### config.mk
export PLATFORM = sky130hd
export DESIGN_NAME = elevator_goal_scheduler
export DESIGN_NICKNAME = d
export VERILOG_FILES = /design/src/rtl/elevator_goal_scheduler.sv
export SDC_FILE = /design/constraint.sdc
export NUM_CORES = 1
export LEC_CHECK = 0
export ABC_AREA = 1
export CELL_PAD_IN_SITES_DETAIL_PLACEMENT = 0
export CELL_PAD_IN_SITES_GLOBAL_PLACEMENT = 1
export CORE_MARGIN = 2
export CORE_UTILIZATION = 25
export DETAILED_ROUTE_END_ITERATION = 10
export DONT_BUFFER_PORTS = 1
export PLACE_DENSITY_LB_ADDON = 0.1
export RECOVER_POWER = 25
export SYNTH_ARGS = -nofsm -noshare
export SYNTH_HDL_FRONTEND = slang
export SYNTH_SLANG_ARGS = --single-unit
### constraint.sdc
create_clock -name clk -period 3.09 [get_ports clk]
set_input_delay 0.309 -clock clk [delete_from_list [all_inputs] [get_ports clk]]
set_output_delay 0.309 -clock clk [all_outputs]
set_load 0.05 [all_outputs]
### src/rtl/elevator_goal_scheduler.sv
// -----------------------------------------------------------------------------
// elevator_goal_scheduler
//
// Latches hall/car call requests for N_FLOORS floors and runs a LOOK scheduler
// (IDLE / UP / DOWN). It produces a registered goal floor for the motion
// controller. A request is cleared when the car serves it: the car must be
// stopped, aligned, and at a valid floor.
//
// Ports:
//   clk          single clock, rising edge
//   rst_n        synchronous reset, active low; overrides every other input
//   call_req     one bit per floor; a 1 sets the pending bit (level or pulse)
//   floor        current car floor index (>= N_FLOORS is treated as invalid)
//   at_floor     car is aligned with 'floor'
//   move_handler car is moving; goal, goal_valid and state are frozen
//   pending      latched outstanding requests (button LEDs)
//   gf           registered goal floor
//   goal_valid   gf holds a live target
//   dir_up       1 = travelling UP, 0 = DOWN or IDLE
//   served       one-cycle pulse, one cycle after a request is cleared
// -----------------------------------------------------------------------------
module elevator_goal_scheduler #(
    parameter int N_FLOORS = 3,
    parameter int FW       = 2,
    parameter int TIE_LOW  = 1
) (
    input  logic                clk,
    input  logic                rst_n,
    input  logic [N_FLOORS-1:0] call_req,
    input  logic [FW-1:0]       floor,
    input  logic                at_floor,
    input  logic                move_handler,
    output logic [N_FLOORS-1:0] pending,
    output logic [FW-1:0]       gf,
    output logic                goal_valid,
    output logic                dir_up,
    output logic                served
);

    typedef enum logic [1:0] {
        ST_IDLE = 2'd0,
        ST_UP   = 2'd1,
        ST_DOWN = 2'd2
    } state_t;

    localparam logic [FW:0] N_EXT = (FW+1)'(N_FLOORS);

    state_t              state_reg, state_next;
    logic [N_FLOORS-1:0] pending_reg, pending_next;
    logic [FW-1:0]       gf_reg, gf_next;
    logic                gv_reg, gv_next;
    logic                served_reg;

    logic [FW:0]         floor_ext;
    logic                floor_ok;
    logic [N_FLOORS-1:0] req_all;
    logic [N_FLOORS-1:0] at_mask;
    logic [N_FLOORS-1:0] above;
    logic [N_FLOORS-1:0] below;
    logic                serve;
    logic                here_pend;
    logic                any_above, any_below;
    logic [FW-1:0]       lowest_above, highest_below;
    logic [FW:0]         dist_up, dist_dn;

    assign floor_ext = {1'b0, floor};
    assign floor_ok  = (floor_ext < N_EXT);
    assign req_all   = pending_reg | call_req;

    // One-hot decode of the current floor plus above/below masks of the
    // post-update request set. An invalid floor decodes to all zeros.
    for (genvar gi = 0; gi < N_FLOORS; gi++) begin : g_floor_masks
        assign at_mask[gi] = (floor_ext == (FW+1)'(gi));
        assign above[gi]   = pending_next[gi] && ((FW+1)'(gi) > floor_ext);
        assign below[gi]   = pending_next[gi] && ((FW+1)'(gi) < floor_ext);
    end

    // The serve test looks at the request set that includes this cycle's
    // calls. A call at the floor where the car stands stopped is cleared in
    // the same cycle, so its LED never lights, and it still produces a
    // served pulse.
    assign serve        = !move_handler && at_floor && floor_ok && |(req_all & at_mask);
    assign pending_next = req_all & ~(serve ? at_mask : '0);

    assign here_pend = |(pending_next & at_mask);
    assign any_above = |above;
    assign any_below = |below;

    // Nearest request on each side of the car.
    always_comb begin
        lowest_above  = '0;
        highest_below = '0;
        for (int i = N_FLOORS - 1; i >= 0; i--) begin
            if (above[i]) lowest_above = FW'(i);
        end
        for (int i = 0; i < N_FLOORS; i++) begin
            if (below[i]) highest_below = FW'(i);
        end
    end

    assign dist_up = {1'b0, lowest_above} - floor_ext;
    assign dist_dn = floor_ext - {1'b0, highest_below};

    // LOOK scheduler. It runs on the post-update request set, so a new call
    // shows up in gf one cycle after call_req. It is frozen while the car
    // moves or while the floor input is out of range.
    always_comb begin
        state_next = state_reg;
        gf_next    = gf_reg;
        gv_next    = gv_reg;
        if (!move_handler && floor_ok) begin
            unique case (state_reg)
                ST_IDLE: begin
                    if (here_pend) begin
                        gf_next    = floor;
                        gv_next    = 1'b1;
                        state_next = ST_IDLE;
                    end else if (any_above && any_below) begin
                        gv_next = 1'b1;
                        if ((dist_up < dist_dn) || ((dist_up == dist_dn) && (TIE_LOW == 0))) begin
                            gf_next    = lowest_above;
                            state_next = ST_UP;
                        end else begin
                            gf_next    = highest_below;
                            state_next = ST_DOWN;
                        end
                    end else if (any_above) begin
                        gf_next    = lowest_above;
                        gv_next    = 1'b1;
                        state_next = ST_UP;
                    end else if (any_below) begin
                        gf_next    = highest_below;
                        gv_next    = 1'b1;
                        state_next = ST_DOWN;
                    end else begin
                        gv_next    = 1'b0;
                        state_next = ST_IDLE;
                    end
                end
                ST_UP: begin
                    if (any_above) begin
                        gf_next = lowest_above;
                        gv_next = 1'b1;
                    end else if (any_below) begin
                        gf_next    = highest_below;
                        gv_next    = 1'b1;
                        state_next = ST_DOWN;
                    end else begin
                        gv_next    = 1'b0;
                        state_next = ST_IDLE;
                    end
                end
                ST_DOWN: begin
                    if (any_below) begin
                        gf_next = highest_below;
                        gv_next = 1'b1;
                    end else if (any_above) begin
                        gf_next    = lowest_above;
                        gv_next    = 1'b1;
                        state_next = ST_UP;
                    end else begin
                        gv_next    = 1'b0;
                        state_next = ST_IDLE;
                    end
                end
                default: begin
                    gv_next    = 1'b0;
                    state_next = ST_IDLE;
                end
            endcase
        end
    end

    always_ff @(posedge clk) begin
        if (!rst_n) begin
            state_reg   <= ST_IDLE;
            pending_reg <= '0;
            gf_reg      <= '0;
            gv_reg      <= 1'b0;
            served_reg  <= 1'b0;
        end else begin
            state_reg   <= state_next;
            pending_reg <= pending_next;
            gf_reg      <= gf_next;
            gv_reg      <= gv_next;
            served_reg  <= serve;
        end
    end

    assign pending    = pending_reg;
    assign gf         = gf_reg;
    assign goal_valid = gv_reg;
    assign dir_up     = (state_reg == ST_UP);
    assign served     = served_reg;

endmodule
# Word-level counts from Yosys, hierarchy flattened
# Index checks and enable logic that the tools add are counted.
# word_totals
output_inout_bits,8
latchBits,0
ram_bits,0
in_bits,9
mem_bits_ro,0
mem_count,0
reg_bits,9
elab_cells,78
# op_classes
n_bitwise,5
add_sub_neg,2
n_mul,0
shift,0
muxes,30
n_eq_ne,7
magnitude_cmp,8
n_div,0
reduce_logical,21
# ops
cell,n
$mux 2,18
$pmux 2 s3,2
$reduce_or 3->1,4
$logic_and 1x1->1,11
$and 3x3->3,3
$mux 1,8
$reduce_and 3->1,2
$sub 2x2->3,2
$eq 2x1->1 const B,2
$eq 2x2->1 const B,2
$gt 1x2->1 const A,2
$lt 1x2->1 const A,2
$ne 2x2->1 const B,2
$logic_not 3->1,1
$lt 3x3->1,1
$mux 3,1
$ne 3x3->1 const B,1
$not 3->3,1
$or 3x3->3,1
$pmux 1 s3,1
$reduce_bool 3->1,1
$gt 2x2->1 const A,1
$logic_not 2->1,1
$lt 2x2->1 const A,1
2 further kinds,2

# Longest topological paths before layout
# Gate-level depths: netlist of the first run.
# depth
depth_word,17
depth_mapped,24

# Least setup slack after synthesis of the first run
# No wires, ideal clock.
# synth_path
kind,register -> register
start,register pending_reg[1] (netlist: pending[1])
end,register gf_reg[1] (netlist: gf[1])
t_arrival_ps,3038
path_stages_with_launch,25
required_ps,3020
setup_slack_ps,-18
cell_sequence,dfxtp_1 inv_1 nand2_1 nand2_1 nand3_2 nand3_2 nand3_2 inv_1 nand2_1 inv_1 ha_1 inv_1 fa_1 inv_1 ha_1 a21o_1 a21oi_1 nand3_1 nand2_1 clkinv_1 nand2_1 nand2_1 nand2_1 nand2_1 a21oi_1
# synth_via
elab_chain_cells,17
word_cells_on_any_way,36
# synth_lines
item,line,rtl
start: declaration,49,"logic [N_FLOORS-1:0] pending_reg, pending_next;"
start signal: assignment,183,pending_reg <= pending_next;
$or 3x3->3 *,68,assign req_all = pending_reg | call_req;
$and 3x3->3,82,assign serve = !move_handler && at_floor && floor_ok && |(req_all & at_mask);
$reduce_or 3->1,82,
$logic_and 1x1->1,82,
$mux 3,83,assign pending_next = req_all & ~(serve ? at_mask : '0);
$not 3->3,83,
$and 3x3->3 *,83,
$logic_and 1x1->1,74,assign above[gi] = pending_next[gi] && ((FW+1)'(gi) > floor_ext);
$mux 2 (3 in series),94,if (above[i]) lowest_above = FW'(i);
$sub 2x2->3,101,"assign dist_up = {1'b0, lowest_above} - floor_ext;"
$lt 3x3->1,120,if ((dist_up < dist_dn) || ((dist_up == dist_dn) && (TIE_LOW == 0))) begin
$mux 2,120,
$mux 2,118,end else if (any_above && any_below) begin
$mux 2,114,if (here_pend) begin
$pmux 2 s3,112,unique case (state_reg)
end signal: assignment,184,gf_reg <= gf_next;
end: declaration,50,"logic [FW-1:0] gf_reg, gf_next;"
# Every way passes the cells marked *; elsewhere a longest branch is shown, timed or not. The select of a mux whose other input is x is not followed.
# A chain may end at the register's enable or synchronous reset.

# Worst setup path in the final report of the first run
# layout_path
start,register pending_reg[0] (netlist: pending[0])
end,register gf_reg[1] (netlist: gf[1])
# Same word-level chain as after synthesis.

==> impl_metrics.toml, run 1 <==
[setup_path]
cp-start-kind = "flop"
r2r-start = "pending[0]$_SDFF_PN0_"
worst_setup_path_end_kind = "flop"
cp_slowest_stage_delay_ns = 0.47
crit_start = "pending[0]$_SDFF_PN0_"
worstPathArrival_ns = 3.02
cp_top_family = "adder cells"
path_cells = "inv_1 -> nand2_2 -> nand2_2 -> nand3_4 -> nand3_2 -> nand3_2 -> inv_2 -> nand2_2 -> inv_1 -> ha_2 -> inv_1 -> fa_1 -> inv_1 -> ha_1 -> a21o_1 -> a21oi_2 -> nand3_2 -> nand2_2 -> inv_2 -> nand2_1 -> nand2_1 -> nand2_1 -> nand2_1 -> a21oi_1"
crit_required_ns = 3.30
critPathBufInv = 6
worst_path_max_delay_cell = "fa_1"
worstPathMaxFanout = 4
critPathKind = "reg -> reg"

[global_routing]
grt_max_degree = 8
grt.overflow.total = 0
grt_first_pass_wirelength_um = 4160
grt_pass1_vias = 884
grt.total_usage = 0.132
grt_antenna_before_repair = 0

[clocking]
cts-buffers-inserted = 3
cts_max_level = 1
cts.sinks = 9
postCtsHoldBufs = 0
cts_tree = "yes"
cts_root_buf = "clkbuf_4"
cts.path.max_buffers = 2
cts.clk_slew.worst_paths_ns = 0.08
clkLatencyLatePin_ns = 0.28

[cells_and_area]
drive_gt1_frac = 0.276
largest_reg_flops = 3
final_cell_mix = "nand2_1, inv_1, a21oi_1, o21ai_0, buf_4"
area_growth_pct = 21.7
antenna_cells = 0
utilization = 0.323
layout.nets = 176
layoutNonFillerInstCount = 202
final_common_cell = "nand2_1"

[floorplanning]
die_y_um = 64.2
dieArea_sq_um = 4120
die_w_um = 64.2
io_pins = 17
rows = 21
coreArea_sq_um = 3420
start_util = 0.265

[detailed_routing]
drc = 0
routed_wirelength_um = 2430
vias = 929
avgRoutedWirePerCell_um = 12.0
ant_nets = 0
vias_per_cell = 4.60
dr.first_iter.drc_count = 36
first_pass_iters = 4

[run]
max-cap-violations = 0

[timing]
layout_setup_ws_ns = 0.282
setup_viol = 0
min_period_ns = 2.81
slew_violations = 0
fin_setup_tns_ns = 0
tightest_slew_ns = 0.710
fmax_mhz = 356
skew_ns = 0.0108
hold_viol_final = 0
relSlewSlack = 0.527
fin_crit_sh = 0.909

[placement]
pre_cts_ws_ns = 0.196
dpl.cell_count = 197
portBuffers = 0
place_hpwl_um = 1970
gp_congestion = 0.748

[synth]
ys_seq_elements = 9
synth_flop_cell = "dfxtp_1"
ys_types = 24
synth.cell_area_sq_um = 906
syn_avg_cell_area_sq_um = 6.38
syn_nets = 161
async_flop_share = 0
synth_edf_count = 0
synth_seq_area_share = 0.199
ys_warn_count = 0
syn_inst = 142

[power]
switchingPower_w = 0.000198
p_int_w = 0.000250
seqPwrFrac = 0.344
power_leakage_nw = 0.573
vdd.ir_drop.worst_mv = 0.120
p_clk_frac = 0.233
powerDensity_nw_per_um2 = 406
comb_power_share = 0.424
p_sw_frac = 0.442

[hold_path]
worstHoldPathType = "in -> reg"
min_from = "rst_n"

[status]
status = "finished, final reports clean"
[power groups by stage]
stage / sequential (W) / combinational, W / clock, W
2_1_floorplan: 0.000165 / 0.000126 / 0
3_3_place_gp: 0.000157 / 0.000179 / 0
3_5_place_dp: 0.000157 / 0.000178 / 0
4_1_cts: 0.000154 / 0.000180 / 0.000107
5_1_grt: 0.000156 / 0.000219 / 0.000114
6_report: 0.000154 / 0.000190 / 0.000104
[cells by family (layout without fill, tap and decap cells)]
| logic type | count (synthesis) | in the layout | share of synthesized area |
|---|---|---|---|
| fa+ha+maj | 10 | 10 | 0.155 |
| compound gates | 27 | 27 | 0.180 |
| flops | 9 | 9 | 0.199 |
| simple gates | 62 | 62 | 0.326 |
| buf+inv | 34 | 48 | 0.141 |
[final timing paths]
kind | to | slack [ns] | cells past startpoint
setup / recovery | gf[1]$_SDFFE_PN0P_ | 0.28 | 24
hold / removal | state_reg[0]$_SDFFE_PN0P_ | 0.15 | 2
setup reg to reg | gf[1]$_SDFFE_PN0P_ | 0.28 | 24
hold reg to reg | state_reg[1]$_SDFFE_PN0P_ | 0.59 | 2
[routing by layer]
layer | wire (um) | track usage | up-vias
li1 | - | - | 473
met1 | 1110 | 0.175 | 428
met2 | 1180 | 0.210 | 26
met3 | 120 | 0.0335 | 2
met4 | 17 | 0.0399 | 0
met5 | 0 | 0 | -
[area by class of cell]
type | instances | area (sq um)
Clock buffer | 4 | 26.3
Fill cell | 385 | 2310
Timing Repair Buffer | 10 | 71.3
Multi-Input combinational cell | 99 | 637
Inverter | 34 | 128
Sequential cell | 9 | 183
Tap cell | 46 | 57.6
[through the flow]
stage / power (W) / hold WS [ns] / area (sq um)
global placement: 0.000335 / 0.452 / 1030
global route: 0.000489 / 0.157 / 1100
CTS: 0.000441 / 0.152 / 1060
finish: 0.000448 / 0.152 / 1100
detailed placement: 0.000335 / 0.456 / 1030
floorplan: 0.000291 / 0.447 / 907
[Yosys cell counts (2+ instances only)]
master,instances,share of area
o21bai_1,2,0.017
nor2_1,8,0.033
nand3_2,4,0.044
fa_1,2,0.044
o21ai_0,9,0.050
inv_1,30,0.12
nand4_1,2,0.014
nand3_1,5,0.028
ha_1,8,0.11
dfxtp_1,9,0.20
nand2_1,37,0.15
nor2_2,2,0.014
inv_2,3,0.012
nand2_4,2,0.025
a21oi_1,10,0.055
[worst register-to-register path: cells and delay by family, from the launching register on]
family | cells | cell delay, ns
simple gates | 12 | 0.81
flops | 1 | 0.31
compound gates | 3 | 0.45
buf+inv | 6 | 0.29
fa+ha+maj | 3 | 0.89
[timing repair]
item	in CTS	in global routing
endpoints found under the setup margin	0	2
buffers inserted	0	1
resized for setup	0	16
Note: power is estimated with default switching activity, not from simulation.
==> inputs of run 2 (changes only) <==
Settings changed: ABC_AREA 1 to 0.
==> run 2 against run 1 <==
Effect of this change:
- via count increased by 14%
- clock power increased by 43%
- clock skew decreased by 0.0063 ns
- sequential share of layout area decreased by 0.32 points
- highest routed layer unchanged
==> impl_metrics.toml, run 2 <==
[status]
status = "finished, final reports clean"

[synth]
synth.area.top_cells = "dfxtp_1, ha_1, o211ai_1"
synth_edf_count = 0
async_flop_share = 0
syn_inst = 133
syn_nets = 152
syn_avg_cell_area_sq_um = 7.73
synth_top_area_cell = "dfxtp_1"
ys_seq_elements = 9
yosysMostFrequentCell = "nor2_1"
synth.top_cell.area_share = 0.175
synth_common_cells = "nor2_1, a21oi_1, inv_1"
ys_warn_count = 0
synth_flop_cell = "dfxtp_1"
synth.cell_area_sq_um = 1030
synth_seq_area_share = 0.175
ys_types = 42

[hold_path]
worstHoldPathType = "in -> reg"
hold_depth = 2

[placement]
portBuffers = 0
dpl.cell_count = 181
place_hpwl_um = 2500
gp_congestion = 0.851
pre_cts_ws_ns = 0.320

[global_routing]
grt_pass1_vias = 1069
grt_antenna_before_repair = 0
grt_max_degree = 20
grt.overflow.total = 0
grt.total_usage = 0.152
grt_first_pass_wirelength_um = 5240

[floorplanning]
io_pins = 17
rows = 23
coreArea_sq_um = 3970
die_y_um = 68.1
die_w_um = 68.1
start_util = 0.259
dieArea_sq_um = 4640

[setup_path]
path_cells = "or2_2 -> and3_1 -> ha_1 -> inv_1 -> fa_1 -> inv_1 -> ha_1 -> nand2_1 -> o21ai_0 -> o31ai_1 -> a211oi_2 -> o41ai_2"
worstPathArrival_ns = 2.85
cp_slowest_stage_delay_ns = 0.40
crit_required_ns = 3.24
worst_setup_path_end_kind = "flop"
cp-start-kind = "flop"
critPathKind = "reg -> reg"
worstRegToRegCells = 12
worstPathMaxFanout = 5
worst_path_max_delay_cell = "fa_1"

[clocking]
postCtsSetupRepairBufs = 0
cts.path.max_buffers = 2
cts-buffers-inserted = 3
cts_tree = "yes"
post_cts_resized = 0
cts.clk_slew.worst_paths_ns = 0.05
postCtsHoldBufs = 0
clkLatencyLatePin_ns = 0.25
cts.sinks = 9
cts_max_level = 1
cts_root_buf = "clkbuf_8"

[power]
p_clk_frac = 0.322
comb_power_share = 0.329
powerDensity_nw_per_um2 = 418
power_leakage_nw = 0.393
p_int_w = 0.000274
p_sw_frac = 0.408
vdd.ir_drop.worst_mv = 0.131
seqPwrFrac = 0.349
switchingPower_w = 0.000189

[timing]
setup_viol = 0
rsz0062_at_grt = "no"
hold_viol_final = 0
fin_setup_tns_ns = 0
min_period_ns = 2.70
layout_setup_ws_ns = 0.386
fin_crit_sh = 0.875
fmax_mhz = 370
skew_ns = 0.00442
relSlewSlack = 0.447
worst_hold_slack_ns = 0.180
tightest_slew_ns = 0.829
slew_violations = 0

[detailed_routing]
routed_wirelength_um = 3140
vias = 1055
dr_wl_met3_um = 163
ant_nets = 0
drc = 0
dr_wl_met2_um = 1570
wl_met1_um = 1340
avgRoutedWirePerCell_um = 17.0
vias_per_cell = 5.70
routed.top_layer = "met4"
dr.first_iter.drc_count = 36
first_pass_iters = 4

[cells_and_area]
final_common_cell = "nor2_1"
layoutNonFillerInstCount = 185
utilization = 0.279
largest_reg_flops = 3
area_growth_pct = 7.79
final_cell_mix = "nor2_1, inv_1, a21oi_1"
drive_gt1_frac = 0.111
layout.nets = 155
antenna_cells = 0

[run]
max-cap-violations = 0
[run 2: cell types whose count changed after synthesis, moves of 3 or more]
cell and delta:
nand3_2 -4, inv_1 -20, buf_6 +3, nor2_1 +5
o21ai_0 -4, o31ai_1 +3, nand4_1 +6, a31oi_1 +3
o211ai_1 +7, nor3_1 +7, nand2_1 -32
[run 2: layer usage]
metal,track usage,vias to the layer above
li1,-,514
met1,0.172,501
met2,0.275,33
met3,0.0247,7
met4,0.0725,0
met5,0,-
[run 2: worst paths after layout]
path,to,slack [ns],from
min reg2reg,state_reg[1]$_SDFFE_PN0P_,0.58,state_reg[1]$_SDFFE_PN0P_
max reg2reg,gf[1]$_SDFFE_PN0P_,0.39,pending[1]$_SDFF_PN0_
min,gf[0]$_SDFFE_PN0P_,0.18,rst_n
max,gf[1]$_SDFFE_PN0P_,0.39,pending[1]$_SDFF_PN0_
[run 2: metrics by stage]
| stage | total power, W | cell area (sq um) |
|---|---|---|
| 2_1_floorplan | 0.000287 | 1030 |
| 3_3_place_gp | 0.000321 | 1070 |
| 3_5_place_dp | 0.000317 | 1070 |
| 4_1_cts | 0.000464 | 1110 |
| 5_1_grt | 0.000486 | 1110 |
| 6_report | 0.000463 | 1110 |
[run 2: critical path: cells and delay by family (launching register included)]
family,cells,cell delay [ns]
AO/OA/AOI/OAI,4,0.83
adder cells (fa/ha/maj),3,0.78
AND/OR/NAND/NOR,3,0.56
flip-flops,1,0.30
buffers and inverters,2,0.12
[run 2: kinds of logic after synthesis]
kind of cell	count (synthesis)	share of synthesized area
flops	9	0.175
simple gates	49	0.262
compound gates	49	0.342
fa+ha+maj	10	0.136
buf+inv	16	0.0852
[run 2: power groups by stage]
stage | Clock (W) | Combinational, W | Sequential, W
detailed placement | 0 | 0.000152 | 0.000164
global placement | 0 | 0.000157 | 0.000164
global route | 0.000152 | 0.000171 | 0.000164
floorplan | 0 | 0.000119 | 0.000169
finish | 0.000149 | 0.000152 | 0.000162
CTS | 0.000149 | 0.000153 | 0.000162
[run 2: layout make-up]
cell class | count | area (sq um)
clock buffer | 4 | 45.0
fill | 447 | 2860
inverter | 11 | 41.3
multi-input combinational | 108 | 761
sequential | 9 | 180
tap | 50 | 62.6
timing repair buffer | 3 | 18.8
